**src/rtl/otter_pkg.sv**
```systemverilog
// ----------------------------------------------------------------------------
// otter_pkg
// Shared types and constants for the OTTER multicycle control unit.
//   opcode_t    : the ten RV32 base opcodes the control unit recognises
//   cu_state_t  : control FSM states
//   cu_en_t     : bundle of every enable/strobe the control unit drives
//   FUNC3_*     : func3 values that split the SYSTEM opcode
// ----------------------------------------------------------------------------
package otter_pkg;

  // Width of the init-cycle counter; wide enough for INIT_CYCLES up to 15
  localparam int INIT_CNT_W = 4;

  typedef enum logic [6:0] {
    OPC_LUI    = 7'b0110111,
    OPC_AUIPC  = 7'b0010111,
    OPC_JAL    = 7'b1101111,
    OPC_JALR   = 7'b1100111,
    OPC_OP_IMM = 7'b0010011,
    OPC_OP     = 7'b0110011,
    OPC_BRANCH = 7'b1100011,
    OPC_STORE  = 7'b0100011,
    OPC_LOAD   = 7'b0000011,
    OPC_SYSTEM = 7'b1110011
  } opcode_t;

  typedef enum logic [2:0] {
    ST_INIT  = 3'd0,
    ST_FETCH = 3'd1,
    ST_EXEC  = 3'd2,
    ST_WB    = 3'd3,
    ST_INTR  = 3'd4
  } cu_state_t;

  // SYSTEM opcode sub-decodes: csrrw and the privileged group (mret)
  localparam logic [2:0] FUNC3_CSRRW = 3'b001;
  localparam logic [2:0] FUNC3_PRIV  = 3'b000;

  typedef struct packed {
    logic pcLd;
    logic regWe;
    logic memWe2;
    logic memRden1;
    logic memRden2;
    logic csrWe;
    logic intTaken;
    logic mretExec;
    logic rstOut;
    logic illegal;
  } cu_en_t;

endpackage

```
**src/rtl/otter_cu_dcdr_en.sv**
```systemverilog
// ----------------------------------------------------------------------------
// otter_cu_dcdr_en
// Purely combinational enable decoder for the OTTER control unit. Given the
// current FSM state and the fetched instruction's opcode/func3 it produces
// the full enable vector for that cycle.
// Ports:
//   i_state  : current control FSM state
//   i_opcode : instruction bits [6:0]
//   i_func3  : instruction bits [14:12]
//   o_en     : enable vector (PC load, RF/mem/CSR writes, reads, strobes)
// ----------------------------------------------------------------------------
module otter_cu_dcdr_en
  import otter_pkg::*;
(
  input  cu_state_t  i_state,
  input  logic [6:0] i_opcode,
  input  logic [2:0] i_func3,
  output cu_en_t     o_en
);

  // Every enable defaults low so each state only names what it turns on.
  // In EXEC the PC advances for everything except a load, which finishes
  // its retirement in WB once the data memory has returned the value.
  always_comb begin
    o_en = '0;
    unique case (i_state)
      ST_INIT: begin
        o_en.rstOut = 1'b1;
      end
      ST_FETCH: begin
        o_en.memRden1 = 1'b1;
      end
      ST_EXEC: begin
        o_en.pcLd = 1'b1;
        case (i_opcode)
          OPC_LUI, OPC_AUIPC, OPC_JAL, OPC_JALR, OPC_OP_IMM, OPC_OP: begin
            o_en.regWe = 1'b1;
          end
          OPC_BRANCH: begin
          end
          OPC_STORE: begin
            o_en.memWe2 = 1'b1;
          end
          OPC_LOAD: begin
            o_en.memRden2 = 1'b1;
            o_en.pcLd     = 1'b0;
          end
          OPC_SYSTEM: begin
            if (i_func3 == FUNC3_CSRRW) begin
              o_en.csrWe = 1'b1;
              o_en.regWe = 1'b1;
            end else if (i_func3 == FUNC3_PRIV) begin
              o_en.mretExec = 1'b1;
            end else begin
              o_en.illegal = 1'b1;
            end
          end
          default: begin
            o_en.illegal = 1'b1;
          end
        endcase
      end
      ST_WB: begin
        o_en.regWe = 1'b1;
        o_en.pcLd  = 1'b1;
      end
      ST_INTR: begin
        o_en.intTaken = 1'b1;
        o_en.pcLd     = 1'b1;
      end
      default: begin
      end
    endcase
  end

endmodule

```
**src/rtl/otter_cu_fsm.sv**
```systemverilog
// ----------------------------------------------------------------------------
// otter_cu_fsm
// Multicycle control state machine for the OTTER core. Sequences init,
// fetch, execute, load writeback and interrupt entry, and latches a
// level-sensitive external interrupt until it is serviced.
// Ports:
//   CLK        : system clock, rising edge
//   RST_N      : synchronous active-low reset
//   OPCODE     : instruction bits [6:0]
//   FUNC3      : instruction bits [14:12]
//   INTR       : external interrupt request (level)
//   MIE        : machine interrupt enable from the CSR file
//   PC_LD      : PC load enable (one pulse per retired instruction)
//   REG_WE     : register-file write enable
//   MEM_WE2    : data memory write enable
//   MEM_RDEN1  : instruction memory read enable
//   MEM_RDEN2  : data memory read enable
//   CSR_WE     : CSR write enable
//   INT_TAKEN  : interrupt entry pulse
//   MRET_EXEC  : mret executing
//   RST_OUT    : reset to PC and register file
//   ILLEGAL    : unrecognised-instruction pulse
// ----------------------------------------------------------------------------
module otter_cu_fsm
  import otter_pkg::*;
#(
  parameter int OPC_W       = 7,
  parameter int INIT_CYCLES = 1
) (
  input  logic             CLK,
  input  logic             RST_N,
  input  logic [OPC_W-1:0] OPCODE,
  input  logic [2:0]       FUNC3,
  input  logic             INTR,
  input  logic             MIE,
  output logic             PC_LD,
  output logic             REG_WE,
  output logic             MEM_WE2,
  output logic             MEM_RDEN1,
  output logic             MEM_RDEN2,
  output logic             CSR_WE,
  output logic             INT_TAKEN,
  output logic             MRET_EXEC,
  output logic             RST_OUT,
  output logic             ILLEGAL
);

  localparam logic [INIT_CNT_W-1:0] INIT_LAST = INIT_CNT_W'(INIT_CYCLES - 1);

  cu_state_t             r_state;
  cu_state_t             w_nextState;
  logic [INIT_CNT_W-1:0] r_initCnt;
  logic [INIT_CNT_W-1:0] w_nextInitCnt;
  logic                  r_intPend;
  logic                  w_nextIntPend;
  cu_en_t                w_en;
  cu_en_t                w_out;

  otter_cu_dcdr_en u_dcdr (
    .i_state  (r_state),
    .i_opcode (OPCODE),
    .i_func3  (FUNC3),
    .o_en     (w_en)
  );

  // State, init counter and pending-interrupt latch all return to their
  // power-on values on any edge where reset is held low, from any state.
  always_ff @(posedge CLK) begin
    if (!RST_N) begin
      r_state   <= ST_INIT;
      r_initCnt <= '0;
      r_intPend <= 1'b0;
    end else begin
      r_state   <= w_nextState;
      r_initCnt <= w_nextInitCnt;
      r_intPend <= w_nextIntPend;
    end
  end

  // Next-state logic. The pending latch is cleared on the edge that leaves
  // ST_INTR and ignores requests while in it, so a request held high across
  // entry is not serviced twice for the same assertion window. Interrupts are
  // only considered at instruction boundaries, which keeps a load's EXEC and
  // WB back to back and lets an mret finish before the trap is entered.
  always_comb begin
    w_nextState   = r_state;
    w_nextInitCnt = r_initCnt;
    w_nextIntPend = r_intPend;

    if (r_state == ST_INTR) begin
      w_nextIntPend = 1'b0;
    end else if (INTR && MIE) begin
      w_nextIntPend = 1'b1;
    end

    unique case (r_state)
      ST_INIT: begin
        if (r_initCnt == INIT_LAST) begin
          w_nextState   = ST_FETCH;
          w_nextInitCnt = '0;
        end else begin
          w_nextInitCnt = r_initCnt + 1'b1;
        end
      end
      ST_FETCH: begin
        w_nextState = ST_EXEC;
      end
      ST_EXEC: begin
        if (w_en.memRden2) begin
          w_nextState = ST_WB;
        end else begin
          w_nextState = r_intPend ? ST_INTR : ST_FETCH;
        end
      end
      ST_WB: begin
        w_nextState = r_intPend ? ST_INTR : ST_FETCH;
      end
      ST_INTR: begin
        w_nextState = ST_FETCH;
      end
      default: begin
        w_nextState = ST_INIT;
      end
    endcase
  end

  // Reset overrides the decoder combinationally so that no write strobe can
  // escape in the very cycle reset is asserted, whatever state we were in.
  always_comb begin
    w_out = w_en;
    if (!RST_N) begin
      w_out        = '0;
      w_out.rstOut = 1'b1;
    end
  end

  assign PC_LD     = w_out.pcLd;
  assign REG_WE    = w_out.regWe;
  assign MEM_WE2   = w_out.memWe2;
  assign MEM_RDEN1 = w_out.memRden1;
  assign MEM_RDEN2 = w_out.memRden2;
  assign CSR_WE    = w_out.csrWe;
  assign INT_TAKEN = w_out.intTaken;
  assign MRET_EXEC = w_out.mretExec;
  assign RST_OUT   = w_out.rstOut;
  assign ILLEGAL   = w_out.illegal;

endmodule

```
**config.mk**
```make
export PLATFORM = sky130hd
export DESIGN_NAME = otter_cu_fsm
export DESIGN_NICKNAME = d
export VERILOG_FILES = /design/src/rtl/otter_pkg.sv /design/src/rtl/otter_cu_dcdr_en.sv /design/src/rtl/otter_cu_fsm.sv
export SDC_FILE = /design/constraint.sdc
export NUM_CORES = 1
export LEC_CHECK = 0
export ABC_AREA = 1
export BUFFER_PORTS_ARGS = -buffer_cell sky130_fd_sc_hd__buf_4
export CORE_UTILIZATION = 50
export DETAILED_ROUTE_END_ITERATION = 12
export PLACE_DENSITY = 0.85
export REMOVE_ABC_BUFFERS = 1
export SLEW_MARGIN = 10
export SYNTH_ARGS = -nofsm -noshare
export SYNTH_HDL_FRONTEND = slang
export SYNTH_HIERARCHICAL = 1
export SYNTH_SLANG_ARGS = --single-unit
```
**constraint.sdc**
```tcl
create_clock -name CLK -period 3.3 [get_ports CLK]
set_clock_uncertainty 0.1 [all_clocks]
set_input_delay 0.165 -clock CLK [delete_from_list [all_inputs] [get_ports CLK]]
set_output_delay 0.165 -clock CLK [all_outputs]
set_load 0.01 [all_outputs]
```
# ---- Word-level counts from Yosys, hierarchy flattened
# Cells that the tools add are included.
dict set report totals {
  register_bits 8
  in_bits 14
}
dict set report classes {
  bitwise 1
  muxes 27
  n_addsub 1
  eq_ne 16
  reduce_logical 8
}
# op n
set op_table {}
lappend op_table {{$eq 7x7->1 const B} 4}
lappend op_table {{$eq 7x6->1 const B} 3}
lappend op_table {{$mux 1} 16}
lappend op_table {{$pmux 3 s5} 1}
lappend op_table {{$eq 7x5->1 const B} 2}
lappend op_table {{$mux 10} 1}
lappend op_table {{$mux 3} 3}
lappend op_table {{$reduce_or 9->1} 1}
lappend op_table {{$pmux 1 s2} 4}
lappend op_table {{$eq 7x2->1 const B} 1}
lappend op_table {{$eq 3x1->1 const B} 2}
lappend op_table {{$eq 3x2->1 const B} 2}
lappend op_table {{$logic_not 3->1} 2}
lappend op_table {{$reduce_or 6->1} 1}
lappend op_table {{$add 4x1->4 const B} 1}
lappend op_table {{$logic_not 4->1} 1}
lappend op_table {{$mux 4} 1}
lappend op_table {{$reduce_or 2->1} 2}
lappend op_table {{$eq 3x3->1 const B} 1}
lappend op_table {{$mux 2} 1}
lappend op_table {{$ne 2x2->1 const B} 1}
lappend op_table {{$logic_and 1x1->1} 1}
lappend op_table {{$not 1->1} 1}

# ---- Logic depth before layout (Yosys ltp)
dict set report depth {
  word_depth 6
  mapped_depth 9
  mapped_depth_nobuf 9
}

# ---- Hierarchy
# Netlist, hierarchy kept.
# module instances cells_per_inst seq_area_each_um2 area_per_inst_um2
set by_module_without_submodules {}
lappend by_module_without_submodules {otter_cu_fsm 1 72 160.2 475.5}
lappend by_module_without_submodules {otter_cu_dcdr_en 1 48 0.0 246.5}

# ---- Worst setup path after synthesis
# No wires, ideal clock.
dict set report synth_path {
  path_type {register to output}
  start {reg r_state[1]}
  end {out REG_WE}
  path_buffers 0
  stages_incl_launch_ff 9
  t_arrival_ns 1.083
  required_ns 3.035
  path_slack_ns 1.952
  cell_sequence {dfxtp_1 -> nand3_2 -> inv_2 -> nand2_2 -> nor2_4 -> nor2_1 -> nand2_1 -> nand2_1 -> inv_1}
}
# element line_no
set synth_rtl {}
lappend synth_rtl {{start, declared} otter_cu_fsm.sv:50} ;# cu_state_t r_state;
lappend synth_rtl {{start signal, assigned} otter_cu_fsm.sv:74} ;# r_state <= w_nextState;
lappend synth_rtl {{end, declared} otter_cu_fsm.sv:37} ;# output logic REG_WE,

==> run_results.csv <==
group,metric,value,unit
status,status,"finished clean",
drt,routed_wl,1450,µm
sta,slew_headroom,77.0,%
clocking,cts_resized,0,
clocking,postCtsSetupBuffers,0,
worst_setup_path,crit_path_end_kind,"primary output",
power_and_ir_drop,seq_power_share,32.1,%
yosys,synth_fa_ha_area_share,3.47,%
sta,setup_viol,0,
worst_setup_path,rrSetupSlack,1.84,ns
grt,grt_antenna_before_repair,0,
drt,drcViolationCount,0,
clocking,cts-root-buf,"clkbuf_4",
sta,post-route-min-period,1.81,ns
clocking,htree_levels,1,
worst_setup_path,crit_required,3.03,ns
yosys,synth-xor-area-share,0,%
hold_path,hold_path_class,"input pin to flop",
worst_setup_path,crit_type,"flop to primary output",
sta,finalCritPeriodShare,54.9,%
floorplanning,die_h,40,µm
clocking,clk_latency,0.26,ns
floorplanning,boundaryPins,24,
finish,drive_gt1_share,30.3,%
drt,dr.first_iter.drc_count,18,
sta,rsz0062_at_grt,"false",
power_and_ir_drop,peakVddDrop,0.305,mV
hold_path,hold_path_end,"r_intPend",
power_and_ir_drop,sw_frac_of_total,44.7,%
floorplanning,initial_core_util,54.8,%
worst_setup_path,worstRegToRegCells,6,
clocking,numCtsBuffers,3,
worst_setup_path,critical_path_arrival,1.55,ns
place,dp_slack,1.77,ns
yosys,synth.yosys.seq_area_share,22.2,%
sta,finalWorstSetupSlack,1.49,ns
drt,dr.pass1.iters,4,
worst_setup_path,startpoint_type,"flop",
clocking,cts_max_path_buffers,2,
power_and_ir_drop,comb_power_share,51.8,%
finish,diodes,0,
finish,syn_to_final_growth,28.9,%
drt,vias_per_cell,4.93,
hold_path,whs_path_depth,3,
sta,max_freq,552,MHz
yosys,synth-seq-cells,8,
place,port_buffers,23,
clocking,cts_tree,"done",
clocking,clkTransAtPathRegs,0.06,ns
place,dp_hpwl,1210,µm
floorplanning,die-area,1600,µm²
finish,seq_area,160,µm²
power_and_ir_drop,p_per_area,510,nW/µm²
place,gp_congestion,0.875,
sta,final-max-slew-violation-count,0,
grt,grt.overflow.total,0,
power_and_ir_drop,power.switching,0.212,mW
floorplanning,die_w,40,µm
yosys,synth_compound_area_share,10.2,%
yosys,avgSynthCellArea,6.02,µm²
yosys,synth_area,722,µm²
drt,num_vias,788,
clocking,hold_buffers,0,
worst_setup_path,r2r_end,"r_state[0]",
yosys,yosysWarnings,6,
drt,detail_route.wl_per_cell,9.05,µm
finish,final_cell_mix,"26 x nand2_1, 25 x inv_1, 23 x buf_4, 10 x nand3_1",
finish,finalNetCount,163,
grt,grt_pass1_vias,624,
floorplanning,rows,13,
sta,hold_violations,0,
grt,grt_max_degree,15,
grt,grt.total_usage,22.6,%
yosys,synth_cell_type_count,22,
hold_path,min-delay-start,"MIE",
finish,fill_cells,125,
worst_setup_path,reg2reg_from,"r_state[1]",
grt,grt_pass1_wl,2420,µm
flow_run,maxCapViolations,0,
sta,timing.setup.tns,0,ns
yosys,synth_top_family_by_area,"simple AND/OR/NAND/NOR gates",
finish,layout_commonest_cell,"nand2_1",
yosys,yosys.area_share.simple,48.4,%
worst_setup_path,crit_path_max_fanout,10,
sta,worstMarginPinSlew,0.344,ns
finish,multiInputGateArea,448,µm²
drt,drt.antenna.violating_nets,0,
power_and_ir_drop,leakage,0.518,nW
floorplanning,core,1320,µm²
yosys,synth.mux.area_fraction,0,%
yosys,synth_cells,120,
power_and_ir_drop,p_int,0.263,mW
power_and_ir_drop,pwr-share-clk,16.1,%
clocking,cts_sinks,8,
## sequential cells by signal (all words and copies together), names as in the netlist
name,cells
r_initCnt,4
r_state,3
r_intPend,1
## metrics by stage
step	hold slack (ns)	util [%]	cells	power, mW	instance area, µm²
floorplan	0.185	-	119	0.329	717
global placement	0.372	68.9	157	0.391	908
detailed placement	0.384	68.9	157	0.404	908
CTS	0.105	70.7	160	0.482	931
global route	0.130	70.7	160	0.519	931
finish	0.115	70.7	160	0.475	931
## metal layers
layer / global-route usage, % / vias to the layer above / wire length (µm)
met3: 8.33 / 0 / 72
li1: - / 427 / -
met2: 38.3 / 20 / 719
met1: 25.8 / 341 / 657
met5: 0 / - / 0
met4: 7.76 / 0 / 0
## critical path: stages, from the launching register on
cell and delay (ns):
dfxtp_1 0.52, inv_1 0.12, nand3_2 0.12, inv_2 0.06, nand2_2 0.07, nor2_4 0.04, nor2_1 0.08, nand2_1 0.05
nand2_1 0.06, inv_1 0.04, buf_4 0.13
## power groups by stage
stage	Combinational (mW)	Sequential [mW]	Clock [mW]
final	0.246	0.152	0.0762
after global routing	0.279	0.156	0.0836
after CTS	0.249	0.153	0.0802
after detailed placement	0.249	0.155	0
after global placement	0.238	0.154	0
after floorplan	0.180	0.149	0
## layout make-up
class	count	area share [%]
well taps	15	2.02
repair buffers	23	18.5
clock buffers	3	2.42
multi-input cells	82	48.1
flip-flops and latches	8	17.2
inverters	29	11.7
## kinds of logic (layout without fill, tap and decap cells)
kind of cell,after synthesis,after routing
compound gates,13,13
fa+ha+maj,2,2
buf+inv,30,55
flops,8,8
simple gates,67,67
## Yosys cell counts
master    instances  share of area (%)
dfxtp_1           8                 22
inv_2             4                2.1
inv_1            25                 13
nand2_1          26                 14
ha_1              2                3.5
buf_2             1               0.69
or2_1             1               0.87
nand2_4           1                1.6
nor2_4            2                3.1
nor2_8            1                2.8
nor4_1            2                1.7
o21ai_1           2                1.4
o21ai_0           1               0.69
nand3_2           2                2.8
o21bai_2          1                1.6
nand3_1          10                6.9
nand2_2           4                3.5
a21oi_1           8                5.5
nor2_1            8                4.2
a211oi_1          1                1.0
nor3_1            7                4.9
nor2_2            3                2.6
## worst max-delay path by stage
stage	endpoint	from
floorplan	REG_WE	r_state[1]
CTS	REG_WE	r_state[2]
global placement	REG_WE	r_state[2]
global route	REG_WE	r_state[2]
detailed placement	REG_WE	r_state[2]
finish	REG_WE	r_state[2]
Note: power is estimated with default switching activity, not from simulation.
